===== config.mk =====
export PLATFORM = sky130hd
export DESIGN_NAME = pipe_reg
export DESIGN_NICKNAME = d
export VERILOG_FILES = /design/src/rtl/pipe_pkg.sv /design/src/rtl/pipe_stage.sv /design/src/rtl/pipe_reg.sv
export SDC_FILE = /design/constraint.sdc
export NUM_CORES = 1
export LEC_CHECK = 0
export BUFFER_PORTS_ARGS = -buffer_cell sky130_fd_sc_hd__buf_2
export CORE_MARGIN = 3
export CORE_UTILIZATION = 45
export DETAILED_ROUTE_END_ITERATION = 6
export GPL_ROUTABILITY_DRIVEN = 1
export HOLD_SLACK_MARGIN = 0.12
export PLACE_DENSITY = 0.7
export SLEW_MARGIN = 10
export SYNTH_ARGS = -nofsm -noshare
export SYNTH_HDL_FRONTEND = slang
export SYNTH_SLANG_ARGS = --single-unit

===== constraint.sdc =====
create_clock -name clk -period 2.95 [get_ports clk]
set_clock_uncertainty 0.05 [all_clocks]
set_input_delay 0.295 -clock clk [delete_from_list [all_inputs] [get_ports clk]]
set_output_delay 0.295 -clock clk [all_outputs]
set_load 0.01 [all_outputs]

===== src/rtl/pipe_pkg.sv =====
// Shared sizing helpers for the elastic register pipeline.
package pipe_pkg;

  localparam int DEFAULT_WIDTH = 8;

  // Occupancy counter width: enough bits to hold 0..depth inclusive.
  function automatic int occ_w(input int depth);
    return (depth < 1) ? 1 : $clog2(depth + 1);
  endfunction

endpackage


===== src/rtl/pipe_stage.sv =====
// One pipeline stage: payload register plus valid bit with load, flush and async reset.
module pipe_stage
  import pipe_pkg::*;
#(
  parameter int                 WIDTH_P     = DEFAULT_WIDTH,
  parameter logic [WIDTH_P-1:0] RESET_VAL_P = '0
) (
  input  logic               clk,
  input  logic               reset_ni,
  input  logic               load_i,
  input  logic               flush_i,
  input  logic               valid_i,
  input  logic [WIDTH_P-1:0] data_i,
  output logic               valid_o,
  output logic [WIDTH_P-1:0] data_o
);

  logic               valid_q, valid_d;
  logic [WIDTH_P-1:0] data_q,  data_d;

  // The payload only moves with a valid word; an empty load just clears the valid bit.
  always_comb begin
    valid_d = valid_q;
    data_d  = data_q;
    if (flush_i) begin
      valid_d = 1'b0;
      data_d  = RESET_VAL_P;
    end else if (load_i) begin
      valid_d = valid_i;
      if (valid_i) begin
        data_d = data_i;
      end
    end
  end

  always_ff @(posedge clk or negedge reset_ni) begin
    if (!reset_ni) begin
      valid_q <= 1'b0;
      data_q  <= RESET_VAL_P;
    end else begin
      valid_q <= valid_d;
      data_q  <= data_d;
    end
  end

  assign valid_o = valid_q;
  assign data_o  = data_q;

endmodule


===== src/rtl/pipe_reg.sv =====
// Elastic multi-stage register pipeline with valid/ready flow control, flush and occupancy count.
module pipe_reg
  import pipe_pkg::*;
#(
  parameter int                 WIDTH_P     = DEFAULT_WIDTH,
  parameter int                 DEPTH_P     = 2,
  parameter logic [WIDTH_P-1:0] RESET_VAL_P = '0
) (
  input  logic                         clk,
  input  logic                         reset_ni,
  input  logic                         en_i,
  input  logic                         flush_i,
  input  logic                         valid_i,
  output logic                         ready_o,
  input  logic [WIDTH_P-1:0]           data_i,
  output logic                         valid_o,
  input  logic                         ready_i,
  output logic [WIDTH_P-1:0]           data_o,
  output logic [occ_w(DEPTH_P)-1:0]    occupancy_o
);

  localparam int               OCC_W   = occ_w(DEPTH_P);
  localparam logic [OCC_W-1:0] OCC_ONE = OCC_W'(1);

  if (DEPTH_P < 1) begin : g_bad_depth
    $error("pipe_reg: DEPTH_P must be at least 1");
  end

  logic [DEPTH_P-1:0] stage_vld;
  logic [WIDTH_P-1:0] stage_data [DEPTH_P];
  logic [DEPTH_P:0]   acc;
  logic               in_fire;
  logic               out_fire;
  logic [OCC_W-1:0]   occ_q, occ_d;

  // A stage can take a word if it is empty or its occupant moves on this edge.
  always_comb begin
    acc          = '0;
    acc[DEPTH_P] = ready_i;
    for (int k = DEPTH_P - 1; k >= 0; k--) begin
      acc[k] = !stage_vld[k] || acc[k+1];
    end
  end

  for (genvar k = 0; k < DEPTH_P; k++) begin : g_stage
    logic               vld_in;
    logic [WIDTH_P-1:0] data_in;

    if (k == 0) begin : g_head
      assign vld_in  = valid_i;
      assign data_in = data_i;
    end else begin : g_body
      assign vld_in  = stage_vld[k-1];
      assign data_in = stage_data[k-1];
    end

    pipe_stage #(
      .WIDTH_P     (WIDTH_P),
      .RESET_VAL_P (RESET_VAL_P)
    ) u_stage (
      .clk      (clk),
      .reset_ni (reset_ni),
      .load_i   (en_i && acc[k] && !flush_i),
      .flush_i  (flush_i),
      .valid_i  (vld_in),
      .data_i   (data_in),
      .valid_o  (stage_vld[k]),
      .data_o   (stage_data[k])
    );
  end

  assign ready_o  = flush_i || (en_i && acc[0]);
  assign valid_o  = en_i && stage_vld[DEPTH_P-1];
  assign data_o   = stage_data[DEPTH_P-1];
  assign in_fire  = en_i && valid_i && acc[0] && !flush_i;
  assign out_fire = valid_o && ready_i && !flush_i;

  // Simultaneous in and out cancel, so the count tracks the number of valid stages.
  always_comb begin
    occ_d = occ_q;
    if (flush_i) begin
      occ_d = '0;
    end else if (in_fire && !out_fire) begin
      occ_d = occ_q + OCC_ONE;
    end else if (out_fire && !in_fire) begin
      occ_d = occ_q - OCC_ONE;
    end
  end

  always_ff @(posedge clk or negedge reset_ni) begin
    if (!reset_ni) begin
      occ_q <= '0;
    end else begin
      occ_q <= occ_d;
    end
  end

  assign occupancy_o = occ_q;

endmodule


# Yosys cells after proc, flatten, opt, wreduce, memory -nomap -nowiden

Index checks and enable logic that the tools add are counted.

Bits in latches: 0
Bits in writable memories: 0
Output and inout bits: 12
Flip-flop bits (word level): 20
Memories kept: 0
Bits in read-only memories: 0
Word-level logic and storage cells: 47

Multiplexer cells: 13
$lt $le $gt $ge: 0
Equality and inequality tests: 0
$add $sub $neg: 2
Divide/modulo/power cells: 0
$mul: 0
Reduce and logical (&&, ||, !) cells: 27
Shift-type cells: 0
Bitwise logic cells: 0

Operators with widths:

| cell                                                                | number |
|---|---|
| 8-bit 2-to-1 mux                                                    | 6 |
| 1-bit logical AND                                                   | 12 |
| 2-bit nonzero test                                                  | 4 |
| 2-bit 2-to-1 mux                                                    | 3 |
| 1-bit logical NOT                                                   | 5 |
| 1-bit 2-to-1 mux                                                    | 4 |
| 2-bit AND reduction                                                 | 2 |
| 1-bit logical OR                                                    | 3 |
| 3-bit nonzero test                                                  | 1 |
| 2-bit by 1-bit adder with 2-bit output (second input constant)      | 1 |
| 2-bit by 1-bit subtractor with 2-bit output (second input constant) | 1 |

# Depth between registers and ports, before layout

Word-level depth: 10
Gate-level depth with buffers: 4

# Modules after synthesis

From an unflattened synthesis, not the netlist that was laid out.

Cell total of the unflattened synthesis: 102
Area, all modules: 1086.0 um^2

By module, submodules not included:

| module     | times used | sequential area each (um^2) | cells each | area an instance (um^2) |
|---|---|---|---|---|
| pipe_stage | 2          | 225.2                       | 40         | 451.7 |
| pipe_reg   | 1          | 50.0                        | 22         | 182.7 |

# Worst setup path after synthesis

Ideal clock, no wire load.

Path type: input-to-reg
Start: input port en_i
End: register occ_q[1], in the netlist occupancy_o[1]
Path buffers: 1
Library setup time: 0.128 ns
Setup slack: 1.700 ns
Cell stages on the path: 4
Arrival time: 1.072 ns
Path through: buf_4 > inv_2 > o32ai_1 > mux2_1

Cells in the longest elaborated chain, start to end: 7
Elaborated cells between the ends (all ways): 13
Classes of those cells: mux: 2; reduce/logical: 11

RTL lines:

| what                           | RTL line       | text |
|---|---|---|
| from (decl)                    | pipe_reg.sv:11 | `input logic en_i,` |
| 1-bit logical AND              | pipe_reg.sv:73 | `assign valid_o = en_i && stage_vld[DEPTH_P-1];` |
| 1-bit logical AND (2 in a row) | pipe_reg.sv:76 | `assign out_fire = valid_o && ready_i && !flush_i;` |
| 1-bit logical NOT              | pipe_reg.sv:83 | `end else if (in_fire && !out_fire) begin` |
| 1-bit logical AND              | pipe_reg.sv:83 |  |
| 2-bit 2-to-1 mux               | pipe_reg.sv:83 |  |
| 2-bit 2-to-1 mux               | pipe_reg.sv:81 | `if (flush_i) begin` |
| to (signal assigned)           | pipe_reg.sv:92 | `occ_q <= '0;` |
| to (signal assigned)           | pipe_reg.sv:94 | `occ_q <= occ_d;` |
| to (decl)                      | pipe_reg.sv:34 | `logic [OCC_W-1:0] occ_q, occ_d;` |

Parallel ways exist; a longest one is shown, timed or not.
A chain may end at the register's enable or synchronous reset.

# Worst setup path after layout

Start: register g_stage[0].u_stage.valid_q
End: output port ready_o

Cells in the longest elaborated chain, start to end: 4

RTL lines:

| what                   | RTL line         | text |
|---|---|---|
| from (decl)            | pipe_stage.sv:18 | `logic valid_q, valid_d;` |
| from (signal assigned) | pipe_stage.sv:41 | `valid_q <= valid_d;` |
| 1-bit logical NOT      | pipe_reg.sv:41   | `acc[k] = !stage_vld[k] \|\| acc[k+1];` |
| 1-bit logical OR       | pipe_reg.sv:41   |  |
| 1-bit logical AND      | pipe_reg.sv:72   | `assign ready_o = flush_i \|\| (en_i && acc[0]);` |
| 1-bit logical OR       | pipe_reg.sv:72   |  |
| to (decl)              | pipe_reg.sv:14   | `output logic ready_o,` |

Every way passes these cells.

==> flow_metrics.tcl <==
set metrics [dict create \
    cp_slowest_stage_delay_ns 0.48 \
    combinationalPowerShare_pct 10.4 \
    final_util_pct 59.8 \
    whs_path_depth 2 \
    final_cell_area_sq_um 1050 \
    synth_cells 65 \
    worst_pin_slew_ns 0.527 \
    clock_tree.root_cell "clkbuf_4" \
    post-route-period-util_pct 55.9 \
    insertion_delay_ns 0.30 \
    start_util_pct 49.0 \
    port_buffers 25 \
    dr_total_vias 636 \
    grt_use_total_pct 15.0 \
    crit_family "flip-flops" \
    hpwl_microns 1230 \
    ant_nets 0 \
    fp.dieH_microns 49.8 \
    slew_headroom_pct 64.7 \
    dieArea_sq_um 2480 \
    wl_per_cell_microns 14.1 \
    end_kind "primary output" \
    rsz0062_at_grt "false" \
    path_clk_slew_ns 0.11 \
    fmaxAchievable_ghz 0.606 \
    p_leak_nw 0.539 \
    vdd_ir_drop_max_uv 231 \
    yosysSeqAreaShare_pct 57.9 \
    chipWidth_microns 49.8 \
    tns_ns 0 \
    synth_compound_area_share_pct 25.0 \
    cp_slowest_cell "dfrtp_1" \
    rows 15 \
    grt_overflow 0 \
    fill_cells 166 \
    synth.area.mux_share_pct 2.60 \
    postCtsSetupBuffers 0 \
    avgSynthCellArea_sq_um 13.3 \
    finalSetupViolCount 0 \
    critPathLaunchType "flip-flop" \
    syn_to_final_growth_pct 22.0 \
    antenna_found_initial 0 \
    multi_input_area_sq_um 344 \
    status "completed" \
    via_per_inst 5.39 \
    p_int_mw 0.381 \
    drtPass1Iterations 4 \
    synth.distinct_cells 26 \
    critical_path_depth 3 \
    crit_arrival_ns 1.31 \
    synth_fa_ha_area_share_pct 0 \
    swShare_pct 23.6 \
    worstPathCellList "nand3b_2, a21o_1, buf_2" \
    timing.final.ws_setup_ns 1.30 \
    clkPwrFrac_pct 31.3 \
    place_area_sq_um 1010 \
    synth_simple_gate_area_share_pct 12.2 \
    hold_slack_ns 0.162 \
    cp_data_required_time_ns 2.61 \
    htreeDepth 1 \
    share_seq_of_total_power_pct 58.3 \
    powerDensity_nw_per_um2 473 \
    place.gp.congestion 0.753 \
    cp_num_buf_inv 1 \
    drcViolationCount 0 \
    finalCriticalPeriod_ns 1.65 \
    slew_viol_final 0 \
    finalWirelength_microns 1670 \
    hold_path_class "in2reg" \
    synth_top_family_by_area "compound AO/OA/AOI/OAI gates" \
    drtIter0Drc 2 \
    reg2reg_depth 3 \
    cts_made_buffers 3 \
    hold_viol 0 \
    coreArea_sq_um 1760 \
    drive_gt1_share_pct 38.7 \
    dp_slack_ns 1.54 \
    crit_type "reg2out" \
    grt_pass1_wl_microns 2670 \
    cts.sinks 20 \
    netlist_area_sq_um 865 \
    synth-seq-cells 20 \
    cts_buffer_depth 2 \
    maxCapViolations 0 \
    grt_max_degree 21 \
    grt_pass1_vias 583 \
    n_antenna_cell 0 \
    yosys_warnings 0 \
    finish.net_count 108 \
    syn-num-nets 79 \
    switching_power_mw 0.118 \
    critPathMaxFanout 5 \
    synth-xor-area-share_pct 0 \
    regArea_sq_um 500 \
    cts_tree "done" \
    ios 26 \
]
==> cell usage after synthesis <==
cell type | instances | share of area (%)
mux2_1 | 2 | 2.6
nor2_1 | 2 | 0.87
inv_2 | 1 | 0.43
buf_2 | 1 | 0.58
nand2_2 | 1 | 0.72
a21oi_1 | 1 | 0.58
buf_4 | 1 | 0.87
o21bai_1 | 1 | 0.87
a21o_1 | 1 | 0.87
o32ai_1 | 1 | 1.0
a31oi_2 | 1 | 1.4
nor3b_2 | 1 | 1.4
a31oi_4 | 1 | 2.5
o22ai_1 | 1 | 0.72
nand2_1 | 3 | 1.3
nand3b_1 | 1 | 0.87
a22o_1 | 16 | 16
inv_1 | 1 | 0.43
o21a_1 | 1 | 0.87
nor3b_4 | 1 | 2.2
and2_1 | 1 | 0.72
nor2b_1 | 2 | 1.4
nand2b_1 | 1 | 0.72
nand3_1 | 1 | 0.58
nand3b_2 | 1 | 1.3
dfrtp_1 | 20 | 58
==> repair_timing <==
| action | 4_1_cts | 5_1_grt |
|---|---|---|
| resized for setup | 0 | 0 |
| hold buffers | 1 | 0 |
| hold endpoints to repair | 20 | 0 |
==> kinds of logic (layout without fill, tap and decap cells) <==
family                 after synthesis  after routing
AOI/OAI and AO/OA                   24             24
buffers and inverters                4             32
DFF                                 20             20
muxes                                2              2
and+or+nand+nor                     15             15
==> cells in the final DEF, fill, tap and decap left out, types with 2 or more instances in the layout <==
| master | count |
|---|---|
| nand2_1 | 3 |
| buf_2 | 25 |
| nor2b_1 | 2 |
| dfrtp_1 | 20 |
| clkbuf_4 | 3 |
| a22o_1 | 16 |
| nor2_1 | 2 |
| mux2_1 | 2 |
==> flip-flops by register name, indices dropped and copies added (netlist names) <==
name	count
g_stage.u_stage.data_o	16
g_stage.u_stage.valid_o	2
occupancy_o	2
==> power groups by stage <==
stage          Clock [mW]  Combinational (mW)  Sequential (mW)
2_1_floorplan           0              0.0283            0.296
3_3_place_gp            0              0.0511            0.295
3_5_place_dp            0              0.0519            0.296
4_1_cts             0.162              0.0530            0.291
5_1_grt             0.180              0.0571            0.292
6_report            0.156              0.0519            0.291
==> layer usage <==
metal	track usage (%)	wire length, microns	vias up	part of all wire, %
li1	-	-	302	-
met1	18.3	765	308	46
met4	8.29	29	0	1.7
met2	24.0	783	22	47
met3	3.63	87	4	5.2
met5	0	0	-	0
==> worst reg2reg max path: cells and delay by family (launching register included) <==
family | cells | cell delay [ns]
compound gates | 1 | 0.21
flops | 1 | 0.46
simple gates | 2 | 0.60
==> final timing paths <==
| check | to | slack [ns] | startpoint |
|---|---|---|---|
| worst max-delay path | ready_o | 1.30 | g_stage[0].u_stage.valid_o$_DFFE_PN0P_ |
| worst min-delay path | g_stage[0].u_stage.data_o[1]$_DFFE_PN0P_ | 0.16 | data_i[1] |
| worst max register to register | g_stage[1].u_stage.data_o[2]$_DFFE_PN0P_ | 1.57 | g_stage[1].u_stage.valid_o$_DFFE_PN0P_ |
| worst min register to register | g_stage[1].u_stage.data_o[7]$_DFFE_PN0P_ | 0.46 | g_stage[0].u_stage.data_o[7]$_DFFE_PN0P_ |
| max in group asynchronous | g_stage[1].u_stage.data_o[6]$_DFFE_PN0P_ | 2.13 | reset_ni |
| min in group asynchronous | g_stage[0].u_stage.data_o[3]$_DFFE_PN0P_ | 0.41 | reset_ni |
==> cell type report <==
| class | instances | area share [%] |
|---|---|---|
| multi-input combinational | 41 | 32.6 |
| sequential | 20 | 47.4 |
| clock buffer | 4 | 3.44 |
| tap | 25 | 2.97 |
| inverter | 2 | 0.712 |
| timing repair buffer | 26 | 12.8 |
==> per-stage QoR <==
stage          total power, mW  cells
5_1_grt                  0.529    118
2_1_floorplan            0.324     65
3_5_place_dp             0.348    113
6_report                 0.498    118
4_1_cts                  0.506    118
3_3_place_gp             0.346    113
No activity file was read; power rests on OpenSTA's default activity.
